### src/rtl/router_dispatch_n.sv
// Descriptor dispatch for the router read side: decodes destination to an output
// port, runs a per-port IDLE/BUSY/RET handshake and recycles slot indices through a free FIFO.
module router_dispatch_n #(
   parameter int                         NPORTS  = 3,
   parameter int                         UWIDTH  = 8,
   parameter int                         PTR_SZ  = 2,
   parameter logic [NPORTS*UWIDTH-1:0]   PORT_HI = {8'd255, 8'd195, 8'd127},
   localparam int                        AW      = $clog2(NPORTS + 1)
) (
   input  logic                       clk2,
   input  logic                       rst,
   input  logic                       desc_valid,
   output logic                       desc_ready,
   input  logic [PTR_SZ-1:0]          desc_idx,
   input  logic [UWIDTH-1:0]          desc_dest,
   output logic [NPORTS-1:0]          port_en,
   output logic [NPORTS*PTR_SZ-1:0]   port_raddr,
   input  logic [NPORTS-1:0]          port_done,
   output logic                       free_valid,
   input  logic                       free_ready,
   output logic [PTR_SZ-1:0]          free_idx,
   output logic [AW-1:0]              active_ports,
   output logic [7:0]                 drop_cnt
);

   // state  | meaning
   // S_IDLE | port free, may take the next descriptor decoded to it
   // S_BUSY | port_en high, port reading slot raddr
   // S_RET  | read finished, slot index waiting for its turn into the free FIFO

   localparam int DEPTH = 1 << PTR_SZ;

   typedef enum logic [1:0] {
      S_IDLE = 2'd0,
      S_BUSY = 2'd1,
      S_RET  = 2'd2
   } port_st_e;

   port_st_e            st_q    [NPORTS];
   port_st_e            st_d    [NPORTS];
   logic [PTR_SZ-1:0]   raddr_q [NPORTS];
   logic [PTR_SZ-1:0]   raddr_d [NPORTS];
   logic [PTR_SZ-1:0]   mem_q   [DEPTH];
   logic [PTR_SZ-1:0]   mem_d   [DEPTH];
   logic [PTR_SZ:0]     wr_ptr_q, wr_ptr_d;
   logic [PTR_SZ:0]     rd_ptr_q, rd_ptr_d;
   logic [AW-1:0]       active_q, active_d;
   logic [7:0]          drop_q, drop_d;

   logic [NPORTS-1:0]   tgt_oh;
   logic                in_range;
   logic [NPORTS-1:0]   ret_oh;
   logic                ret_any;
   logic [PTR_SZ-1:0]   ret_idx;
   logic [NPORTS-1:0]   idle_vec;
   logic                fifo_full;
   logic                fifo_empty;
   logic                accept;
   logic                drop_push;
   logic                ret_push;
   logic                push;
   logic [PTR_SZ-1:0]   push_data;
   logic                pop;

   // Lowest port whose upper bound covers the destination wins.
   always_comb begin
      tgt_oh   = '0;
      in_range = 1'b0;
      for (int k = 0; k < NPORTS; k++) begin
         if (!in_range && (desc_dest <= PORT_HI[k*UWIDTH +: UWIDTH])) begin
            tgt_oh[k] = 1'b1;
            in_range  = 1'b1;
         end
      end
   end

   always_comb begin
      ret_oh   = '0;
      ret_any  = 1'b0;
      ret_idx  = '0;
      idle_vec = '0;
      for (int k = 0; k < NPORTS; k++) begin
         idle_vec[k] = (st_q[k] == S_IDLE);
         if (!ret_any && (st_q[k] == S_RET)) begin
            ret_oh[k] = 1'b1;
            ret_any   = 1'b1;
            ret_idx   = raddr_q[k];
         end
      end
   end

   assign fifo_empty = (wr_ptr_q == rd_ptr_q);
   assign fifo_full  = (wr_ptr_q[PTR_SZ] != rd_ptr_q[PTR_SZ]) &&
                       (wr_ptr_q[PTR_SZ-1:0] == rd_ptr_q[PTR_SZ-1:0]);

   // Drops only accepted while no port is returning, so the two push sources never collide.
   assign desc_ready = in_range ? |(tgt_oh & idle_vec) : (!ret_any && !fifo_full);
   assign accept     = desc_valid && desc_ready;
   assign drop_push  = accept && !in_range;
   assign ret_push   = ret_any && !fifo_full;
   assign push       = drop_push || ret_push;
   assign push_data  = drop_push ? desc_idx : ret_idx;
   assign pop        = !fifo_empty && free_ready;

   always_comb begin
      st_d     = st_q;
      raddr_d  = raddr_q;
      mem_d    = mem_q;
      wr_ptr_d = wr_ptr_q;
      rd_ptr_d = rd_ptr_q;
      drop_d   = drop_q;
      active_d = '0;

      for (int k = 0; k < NPORTS; k++) begin
         case (st_q[k])
            S_IDLE: begin
               if (accept && tgt_oh[k]) begin
                  st_d[k]    = S_BUSY;
                  raddr_d[k] = desc_idx;
               end
            end
            S_BUSY: begin
               if (port_done[k]) st_d[k] = S_RET;
            end
            S_RET: begin
               if (ret_push && ret_oh[k]) st_d[k] = S_IDLE;
            end
            default: st_d[k] = S_IDLE;
         endcase
         active_d = active_d + AW'(st_d[k] != S_IDLE);
      end

      if (push) begin
         mem_d[wr_ptr_q[PTR_SZ-1:0]] = push_data;
         wr_ptr_d = wr_ptr_q + (PTR_SZ+1)'(1);
      end
      if (pop) rd_ptr_d = rd_ptr_q + (PTR_SZ+1)'(1);

      if (drop_push && (drop_q != 8'hFF)) drop_d = drop_q + 8'd1;
   end

   always_ff @(posedge clk2 or negedge rst) begin
      if (!rst) begin
         for (int k = 0; k < NPORTS; k++) begin
            st_q[k]    <= S_IDLE;
            raddr_q[k] <= '0;
         end
         for (int i = 0; i < DEPTH; i++) mem_q[i] <= '0;
         wr_ptr_q <= '0;
         rd_ptr_q <= '0;
         active_q <= '0;
         drop_q   <= '0;
      end else begin
         st_q     <= st_d;
         raddr_q  <= raddr_d;
         mem_q    <= mem_d;
         wr_ptr_q <= wr_ptr_d;
         rd_ptr_q <= rd_ptr_d;
         active_q <= active_d;
         drop_q   <= drop_d;
      end
   end

   always_comb begin
      port_en    = '0;
      port_raddr = '0;
      for (int k = 0; k < NPORTS; k++) begin
         port_en[k]                       = (st_q[k] == S_BUSY);
         port_raddr[k*PTR_SZ +: PTR_SZ]   = raddr_q[k];
      end
   end

   assign free_valid   = !fifo_empty;
   assign free_idx     = mem_q[rd_ptr_q[PTR_SZ-1:0]];
   assign active_ports = active_q;
   assign drop_cnt     = drop_q;

endmodule

### config.mk
export PLATFORM = sky130hd
export DESIGN_NAME = router_dispatch_n
export DESIGN_NICKNAME = d
export VERILOG_FILES = /design/src/rtl/router_dispatch_n.sv
export SDC_FILE = /design/constraint.sdc
export NUM_CORES = 1
export LEC_CHECK = 0
export BUFFER_PORTS_ARGS = -buffer_cell sky130_fd_sc_hd__buf_4
export CORE_MARGIN = 1.5
export CORE_UTILIZATION = 52
export DETAILED_ROUTE_END_ITERATION = 8
export PLACE_DENSITY = 0.78
export SLEW_MARGIN = 20
export SYNTH_ARGS = -nofsm -noshare
export SYNTH_HDL_FRONTEND = slang
export SYNTH_SLANG_ARGS = --single-unit
export TNS_END_PERCENT = 5
### constraint.sdc
create_clock -name clk2 -period 2.9 [get_ports clk2]
set_clock_uncertainty 0.2 [all_clocks]
set_input_delay 0.58 -clock clk2 [delete_from_list [all_inputs] [get_ports clk2]]
set_output_delay 0.58 -clock clk2 [all_outputs]
set_load 0.01 [all_outputs]
### After elaboration in Yosys (flattened, before gate mapping)

Cells that the tools add are included.

| word-level totals | value |
|---|---|
| bits of input ports | 17 |
| output and inout port bits | 23 |
| flip-flop bits (word level) | 36 |

| cells by class | value |
|---|---|
| order comparisons | 6 |
| reductions and logical operators | 37 |
| bitwise operators | 3 |
| equal/unequal tests | 10 |
| mux-type cells | 33 |
| add/subtract/negate cells | 5 |

Operators by type and width:

| operator | number |
|---|---|
| 2-bit two-way mux | 16 |
| 1-bit logical AND | 18 |
| 2-bit one-hot mux with 3 select lines | 3 |
| 8-bit <= comparator (second input constant) | 2 |
| 1-bit two-way mux | 11 |
| 8-bit by 1-bit adder with 8-bit output (second input constant) | 1 |
| 8-bit bitwise mux | 1 |
| 8-bit by 7-bit <= comparator with 1-bit output (second input constant) | 1 |
| 1-bit zero test | 8 |
| 8-bit != test (second input constant) | 1 |
| 3-bit by 1-bit adder with 3-bit output (second input constant) | 2 |
| 2-bit by 1-bit equality test with 1-bit output (second input constant) | 3 |
| 2-bit equality test (second input constant) | 3 |
| 3-bit >= comparator (second input constant) | 2 |
| 2-bit zero test | 3 |
| 2-bit inverter with 3-bit output | 2 |
| 2-bit AND reduction | 3 |
| 2-bit nonzero test | 3 |
| 2-bit binary-select mux with 2-bit select | 1 |
| 2-bit demux with 2-bit select | 1 |
| 3-bit bitwise AND | 1 |
| 3-bit equality test | 1 |
| 3-bit by 1-bit < comparator with 1-bit output (second input constant) | 1 |
| 3-bit OR reduction | 1 |
| other kinds (5) | 5 |

### Longest topological paths before layout

Gate-level depths: netlist of the first run.

| depth | value |
|---|---|
| depth after elaboration | 18 |
| gate-level depth with buffers | 5 |

### Worst setup path after synthesis of the first run

No wires, ideal clock.

| path | value |
|---|---|
| kind | input port to flip-flop |
| from | input port desc_dest[4] |
| to | register active_q[0], in the netlist active_ports[0] |
| slack | 0.766 ns |
| setup time | 0.136 ns |
| stages on the path | 5 |
| arrival | 1.799 ns |
| buffers on the path | 0 |
| cells stage by stage | o41ai_2 -> nor2b_1 -> nor2_1 -> o21ai_0 -> fa_1 |

| on the way | value |
|---|---|
| cells in the longest elaborated chain, start to end | 18 |
| elaborated cells on any way between the ends | 30 |
| classes of those cells | 2 x add/sub; 3 x order compare; 12 x mux; 1 x bitwise; 12 x reduce/logical |

RTL lines:

| element | RTL line | RTL |
|---|---|---|
| from (decl) | 15 | `input logic [UWIDTH-1:0] desc_dest,` |
| 8-bit by 7-bit <= comparator with 1-bit output | 70 | `if (!in_range && (desc_dest <= PORT_HI[k*UWIDTH +: UWIDTH])) begin` |
| 1-bit two-way mux | 70 |  |
| 1-bit zero test | 70 |  |
| 1-bit logical AND | 70 |  |
| 1-bit two-way mux | 70 |  |
| 1-bit zero test | 70 |  |
| 1-bit logical AND | 70 |  |
| 1-bit two-way mux | 70 |  |
| [... 3 more ...] | n/a |  |
| 1-bit logical AND | 98 | `assign accept = desc_valid && desc_ready;` |
| 1-bit logical AND | 117 | `if (accept && tgt_oh[k]) begin` |
| 2-bit two-way mux | 117 |  |
| 2-bit one-hot mux with 3 select lines | 115 | `case (st_q[k])` |
| 2-bit nonzero test | 130 | `active_d = active_d + AW'(st_d[k] != S_IDLE);` |
| 1-bit by 1-bit adder with 2-bit output | 130 |  |
| 2-bit by 1-bit adder with 2-bit output (*) | 130 |  |
| net active_d[0] | 47 | `logic [AW-1:0] active_q, active_d;` |
| to (signal assigned) | 159 | `active_q <= active_d;` |
| to (decl) | 47 |  |

Mark *: on every way through the listed nets, which the timed path passes. The rest lies on a longest branch.
A chain may end at the register's enable or synchronous reset.

### Worst setup path after layout of the first run

| path | value |
|---|---|
| from | register rd_ptr_q[2] |
| to | output port free_valid |

| on the way | value |
|---|---|
| cells in the longest elaborated chain, start to end | 2 |

RTL lines:

| element | RTL line | RTL |
|---|---|---|
| from (decl) | 46 | `logic [PTR_SZ:0] rd_ptr_q, rd_ptr_d;` |
| from (signal assigned) | 158 | `rd_ptr_q <= rd_ptr_d;` |
| 3-bit equality test | 92 | `assign fifo_empty = (wr_ptr_q == rd_ptr_q);` |
| 1-bit zero test | 173 | `assign free_valid = !fifo_empty;` |
| to (decl) | 19 | `output logic free_valid,` |

Every way passes these cells.

==> qor.yml, run 1 <==
cp_slowest_stage_delay_ns: 0.44
dr.pass1.iters: 4
hold_viol: 0
final_cell_area_um2: 1814
fin_crit_sh_pct: 84.09
crit_type: "flop to output pin"
grt_use_met3_pct: 2.721
yosysTopAreaCellShare_pct: 45.83
layout-drive-gt1-share_pct: 33.96
cp_data_arrival_time_ns: 1.66
cts_tree: "built"
holdPathStages: 2
startpoint_type: "flop"
routabilityCongestion: 0.8888
ant_nets: 0
finalWirelength_mm: 2.734
netlist-cell-type-count: 38
clock-sinks: 28
r2r_end: "active_ports[0]$_DFF_PN0_"
power_density_nw_per_um2: 918.4
fin_ws_ns: 0.4613
grtUsageTotal_pct: 18.39
die_x_um: 57.23
maxSlewHeadroom_pct: 55.70
crit_chain: "xnor2_1, or3b_1, buf_4"
fin_setup_tns_ns: 0
die_y_um: 57.23
hold_path.class: "input pin to flop"
finalMaxSlewViolations: 0
area_growth_pct: 18.66
synth.most_common_cell: "dfrtp_1"
ir_worst_vdd_uv: 590.1
grt_pass1_wl_mm: 4.657
holdWs_ns: 0.2336
cts_hold_buf: 1
r2r-start: "rd_ptr_q[1]$_DFFE_PN0P_"
status: "completed"
placementRows: 19
grtUsageMet1_pct: 23.77
syn_area_um2: 1529
design.core.area_um2: 2781
dp_slack_ns: 0.4919
final_nets: 183
multi_input_comb_area_um2: 772.0
drt-initial-drc-count: 35
final_cells: 190
clk_pin_slew_worst_paths_ns: 0.15
cp_slowest_cell: "or3b_1"
async_reset_ff_share_pct: 100.0
use_met2_pct: 32.02
remaining_drc_errors: 0
cts_setup_buffers: 0
startpoint: "rd_ptr_q[2]$_DFFE_PN0P_"
cts_resized: 0
die_area_um2: 3275
htreeDepth: 1
ios: 40
grt_busiest_layer: "met2"
r2r_cells: 5
yosys_warnings: 0
ff2ff_setup_slack_ns: 0.60
final-seq-area_um2: 700.7
cp_num_buf_inv: 1
yosysSeqAreaShare_pct: 45.83
cp.required_ns: 2.12
cp-end-kind: "output pin"
initial_core_util_pct: 54.97
hp-start: "port_done[1]"
final.fill_count: 212
cts_root_buffer: "clkbuf_4"
syn_inst: 126
grt_overflow: 0
cts_buffers: 3
placed_area_um2: 1752
via_per_inst: 5.374
post-route-min-period_ns: 2.439
cts_buffer_depth: 2
ys_top_cells_by_count: "28 x dfrtp_1, 8 x buf_4, 8 x mux2_1"
synth_edf_count: 0
setup_viol: 0
yosys-top-cells-area: "dfrtp_1 46%, mux2_1 5.9%, mux2_2 5.2%"
drv_cap: 0
grt_pass1_vias: 1058
p_leak_nw: 0.8859
synth_top_flop_cell: "dfrtp_1"
dp_hpwl_mm: 2.135
ys_seq_elements: 28
path_max_fanout: 3
io_buffers: 29
insertion_delay_ns: 0.32
wl_per_cell_um: 14.39
fmax_mhz: 410.1
grt_max_degree: 29
dp_cells: 185
synth_area_per_cell_um2: 12.13
rsz0062_at_grt: "false"
vias: 1021
synth_area_leader_cell: "dfrtp_1"
antenna_found_initial: 0
antenna_cells: 0
min_to: "st_q[2]$_DFF_PN0_"
crit_family: "simple AND/OR/NAND/NOR gates"
tightest_slew_ns: 0.6553
-- power by group --
part	total [mW]	switching, mW	internal [mW]
Clock	0.255	0.116	0.140
Combinational	0.736	0.345	0.391
Sequential	0.674	0.139	0.536
-- kinds of logic (layout without fill, tap and decap cells) --
group                      count (synthesis)  count (layout)  share of synthesized area, %
buffers and inverters                     14              40                         5.401
DFF                                       28              28                         45.83
adders and majority gates                  6               6                         5.401
and+or+nand+nor                           37              37                         17.43
xor gates and xnor gates                   7               7                         4.501
AOI/OAI and AO/OA                         15              15                         6.219
other                                      1               8                        0.2453
muxes                                     18              18                         14.98
-- area by class of cell --
class                      count  area share [%]
clock inverter                 1           1.655
timing repair buffer          30           12.55
tap                           31           2.138
clock buffer                   3           1.241
sequential                    28           38.62
multi-input combinational     91           42.55
inverter                       6           1.241
-- how the worst max path moves through the flow --
stage / depth (start not counted) / slack, ns / to
detailed placement: 6 / 0.49 / active_ports[0]$_DFF_PN0_
global route: 3 / 0.36 / free_valid
global placement: 6 / 0.49 / active_ports[0]$_DFF_PN0_
floorplan: 5 / 0.77 / active_ports[0]$_DFF_PN0_
finish: 3 / 0.46 / free_valid
CTS: 3 / 0.44 / free_valid
-- placed cells by master (no fill, tap or decap), types with 2 or more instances in the layout --
cell type	count
nor2b_1	3
o31ai_1	2
xor2_1	2
o21ai_0	6
ha_1	5
a21oi_1	5
mux4_2	2
mux2_2	7
dfrtp_1	28
nand2b_1	3
nor3b_2	3
nand2_1	4
buf_4	29
nor2_1	5
conb_1	8
xnor2_1	4
nand3_1	4
mux2_1	8
clkbuf_4	3
nor3_4	2
inv_1	6
-- metal layers --
metal / part of all wire [%] / wire length, um / vias up
met5: 0 / 0 / -
met1: 42 / 1158 / 511
met2: 53 / 1448 / 15
met4: 0.99 / 27 / 0
met3: 3.6 / 99 / 4
li1: - / - / 491
-- registers in the layout, indices dropped and copies added (netlist names) --
signal,count
wr_ptr_q,3
st_q,6
rd_ptr_q,3
port_raddr,6
mem_q,8
active_ports,2
-- stage by stage --
stage | utilization (%) | total power, mW
2_1_floorplan | - | 1.173
3_3_place_gp | 62.98 | 1.387
3_5_place_dp | 62.98 | 1.427
4_1_cts | 65.23 | 1.685
5_1_grt | 65.23 | 1.778
6_report | 65.23 | 1.666
Power figures use the tool's default switching activity.
==> run 2: changes to the inputs <==
Settings changed: ABC_AREA set to 1.
Clock period 2.9 ns to 2.3 ns, I/O delays scaled along.
==> run 2 against run 1 <==
  * The run now ends with design-rule violations left
  * Power increased by 31%
  * Register-to-register slack got worse by 0.32 ns
  * Sequential cell count unchanged
  * First-iteration DRC count increased by 26%
  * Combinational power increased by 43%
  * Wire length increased by 7.8%
  * Critical endpoint is now free_idx[0]
  * Highest routed layer unchanged
==> qor.yml, run 2 <==
status: "finished with violations"
violations: "design-rule violations"
setup_viol: 0  # unchanged
fin_setup_tns_ns: 0  # unchanged
layout-drive-gt1-share_pct: 22.27  # -12 points
r2r-start: "rd_ptr_q[1]$_DFFE_PN0P_"
crit_type: "flop to output pin"
startpoint: "rd_ptr_q[0]$_DFFE_PN0P_"
fmax_mhz: 465.5
ys_top_cells_by_count: "47 x nand2_1, 28 x dfrtp_1, 23 x inv_1"
final_cell_area_um2: 1859  # +2.5%
cts_buffers: 3  # unchanged
p_sw_mw: 0.8982  # +50%
area_growth_pct: 18.69  # about the same
crit_family: "flip-flops"
ios: 40  # unchanged
final_nets: 244  # +33%
ys_seq_elements: 28  # unchanged
synth_xor_area_share_pct: 3.754  # -0.75 points
crit_chain: "inv_1, o21ai_0, o22ai_1, buf_4"
finalMaxSlewViolations: 0  # unchanged
dr.pass1.iters: 6  # +2
path_max_fanout: 7  # +4
syn_inst: 186  # +48%
grt_pass1_wl_mm: 5.126  # +10%
grtUsageTotal_pct: 19.30  # +0.91 points
synth_top_flop_cell: "dfrtp_1"
cp.required_ns: 1.64  # -0.48 ns
die_area_um2: 3351  # +2.3%
placementRows: 19  # unchanged
cts_buffer_depth: 2  # unchanged
ant_nets: 0  # unchanged
ff2ff_setup_slack_ns: 0.28  # -0.32 ns
via_per_inst: 5.104  # -5.0%
synth_top_family_by_area: "simple AND/OR/NAND/NOR gates"
yosys-top-cells-area: "dfrtp_1 45%, nand2_1 11%, inv_1 5.5%"
grt_pass1_vias: 1237  # +17%
r2r_end: "active_ports[0]$_DFF_PN0_"
post-route-min-period_ns: 2.148
antenna_found_initial: 0  # unchanged
io_buffers: 29  # unchanged
rsz0062_at_grt: "false"
hold_path.class: "input pin to flop"
placed_area_um2: 1797  # +2.6%
p_seq_share_pct: 37.0  # -3.5 points
sw_frac_of_total_pct: 41.16  # +5.1 points
cp_slowest_stage_delay_ns: 0.53  # +0.09 ns
synth_area_leader_cell: "dfrtp_1"
routabilityCongestion: 0.8643  # -2.8%
cts_root_buffer: "clkbuf_4"
drv_cap: 0  # unchanged
synth-compound-area-share_pct: 9.026  # +2.8 points
power_density_nw_per_um2: 1174  # +28%
cp_num_buf_inv: 2  # +1
netlist-cell-type-count: 26  # -32%
largest_reg_flops: 8  # unchanged
antenna_cells: 0  # unchanged
postLayoutCoreUtil_pct: 66.28  # +1.1 points
finalWirelength_mm: 2.948  # +7.8%
finalPower_mw: 2.182  # +31%
die_x_um: 57.89  # +1.2%
yosys.area_share.simple_pct: 27.40  # +10 points
crit_end: "free_idx[0]"
wl_per_cell_um: 11.75  # -18%
mostFrequentLayoutCells: "47 x nand2_1, 30 x buf_4, 28 x dfrtp_1"
cp_slowest_cell: "dfrtp_1"
initial_core_util_pct: 55.84  # +0.87 points
clk_pin_slew_worst_paths_ns: 0.15  # about the same
yosysTopAreaCellShare_pct: 44.73  # -1.1 points
muxShareOfSynthArea_pct: 0  # -15 points
grt_overflow: 0  # unchanged
cp-end-kind: "output pin"
r2r_cells: 6  # +1
ir_worst_vdd_uv: 605.0  # +2.5%
htreeDepth: 1  # unchanged
grt_max_degree: 29  # unchanged
yosys_warnings: 0  # unchanged
power.internal_mw: 1.284  # +20%
clock-sinks: 28  # unchanged
cts_tree: "built"
drt-initial-drc-count: 44  # +26%
die_y_um: 57.89  # +1.2%
synth.most_common_cell: "nand2_1"
syn_area_um2: 1567  # +2.5%
synth_fa_ha_area_share_pct: 5.272  # -0.13 points
cp_data_arrival_time_ns: 1.49  # -0.17 ns
clock_power_share_pct: 14.9  # -0.4 points
async_reset_ff_share_pct: 100.0  # unchanged
largest_register: "mem_q"
fin_crit_sh_pct: 93.40
comb_power_share_pct: 48.1  # +3.9 points
synth_area_per_cell_um2: 8.422  # -31%
hold_viol: 0  # unchanged
startpoint_type: "flop"
insertion_delay_ns: 0.33  # about the same
remaining_drc_errors: 4  # +4
mostFrequentLayoutCell: "nand2_1"
crit_cells: 4  # +1
design.core.area_um2: 2805  # +0.85%
yosysSeqAreaShare_pct: 44.73  # -1.1 points
p_leak_nw: 0.9957  # +12%
vias: 1281  # +25%
synth_edf_count: 0  # unchanged
dp_hpwl_mm: 2.365  # +11%
## run 2: worst min path at each step
stage / startpoint / to / slack (ns) / cells past startpoint
after floorplan: rst / active_ports[0]$_DFF_PN0_ / -0.04 / 0
after global placement: rst / wr_ptr_q[2]$_DFFE_PN0P_ / 0.19 / 1
after detailed placement: rst / wr_ptr_q[2]$_DFFE_PN0P_ / 0.20 / 1
after CTS: port_done[0] / st_q[5]$_DFF_PN0_ / 0.15 / 3
after global routing: port_done[0] / st_q[5]$_DFF_PN0_ / 0.16 / 3
final: port_done[0] / st_q[5]$_DFF_PN0_ / 0.15 / 3
## run 2: tightest hold or removal path, cell delays in order
cell and delay, ns:
buf_4 0.08, nand2_1 0.04, nand2_1 0.07
## run 2: power groups by stage
stage | sequential, mW | clock, mW | combinational [mW]
finish | 0.807 | 0.326 | 1.05
global route | 0.831 | 0.342 | 1.17
CTS | 0.808 | 0.332 | 1.06
detailed placement | 0.819 | 0 | 1.05
global placement | 0.813 | 0 | 1.01
floorplan | 0.810 | 0 | 0.724
## run 2: kinds of logic after synthesis
logic type / count (synthesis)
compound gates: 25
other cells: 1
fa+ha+maj: 6
xor+xnor: 5
simple gates: 89
flops: 28
buf+inv: 32
## run 2: what timing repair did
item | in CTS | in global routing
buffers inserted | 0 | 0
endpoints found under the hold margin | 28 | 0
hold buffers | 1 | 0
resized for setup | 0 | 0
## run 2: area by class of cell
class / instances / area, um^2
well taps: 31 / 38.79
flip-flops and latches: 28 / 700.7
multi-input cells: 133 / 742.0
clock buffers: 3 / 22.52
inverters: 24 / 90.09
repair buffers: 31 / 235.2
clock inverters: 1 / 30.03
fillers: 239 / 945.9
## run 2: through the flow
stage	worst slack, ns	cells	hold WS [ns]
2_1_floorplan	0.4284	193	-0.03559
4_1_cts	0.1610	251	0.1482
6_report	0.1519	251	0.1537
3_3_place_gp	0.2410	246	0.1915
3_5_place_dp	0.1621	246	0.1984
5_1_grt	0.08286	251	0.1606
## run 2: routing by layer
layer | vias up | track usage, % | routed length (um)
li1 | 650 | - | -
met1 | 590 | 24.34 | 1306
met2 | 37 | 35.06 | 1479
met3 | 4 | 2.232 | 133
met4 | 0 | 4.983 | 28
met5 | - | 0 | 0
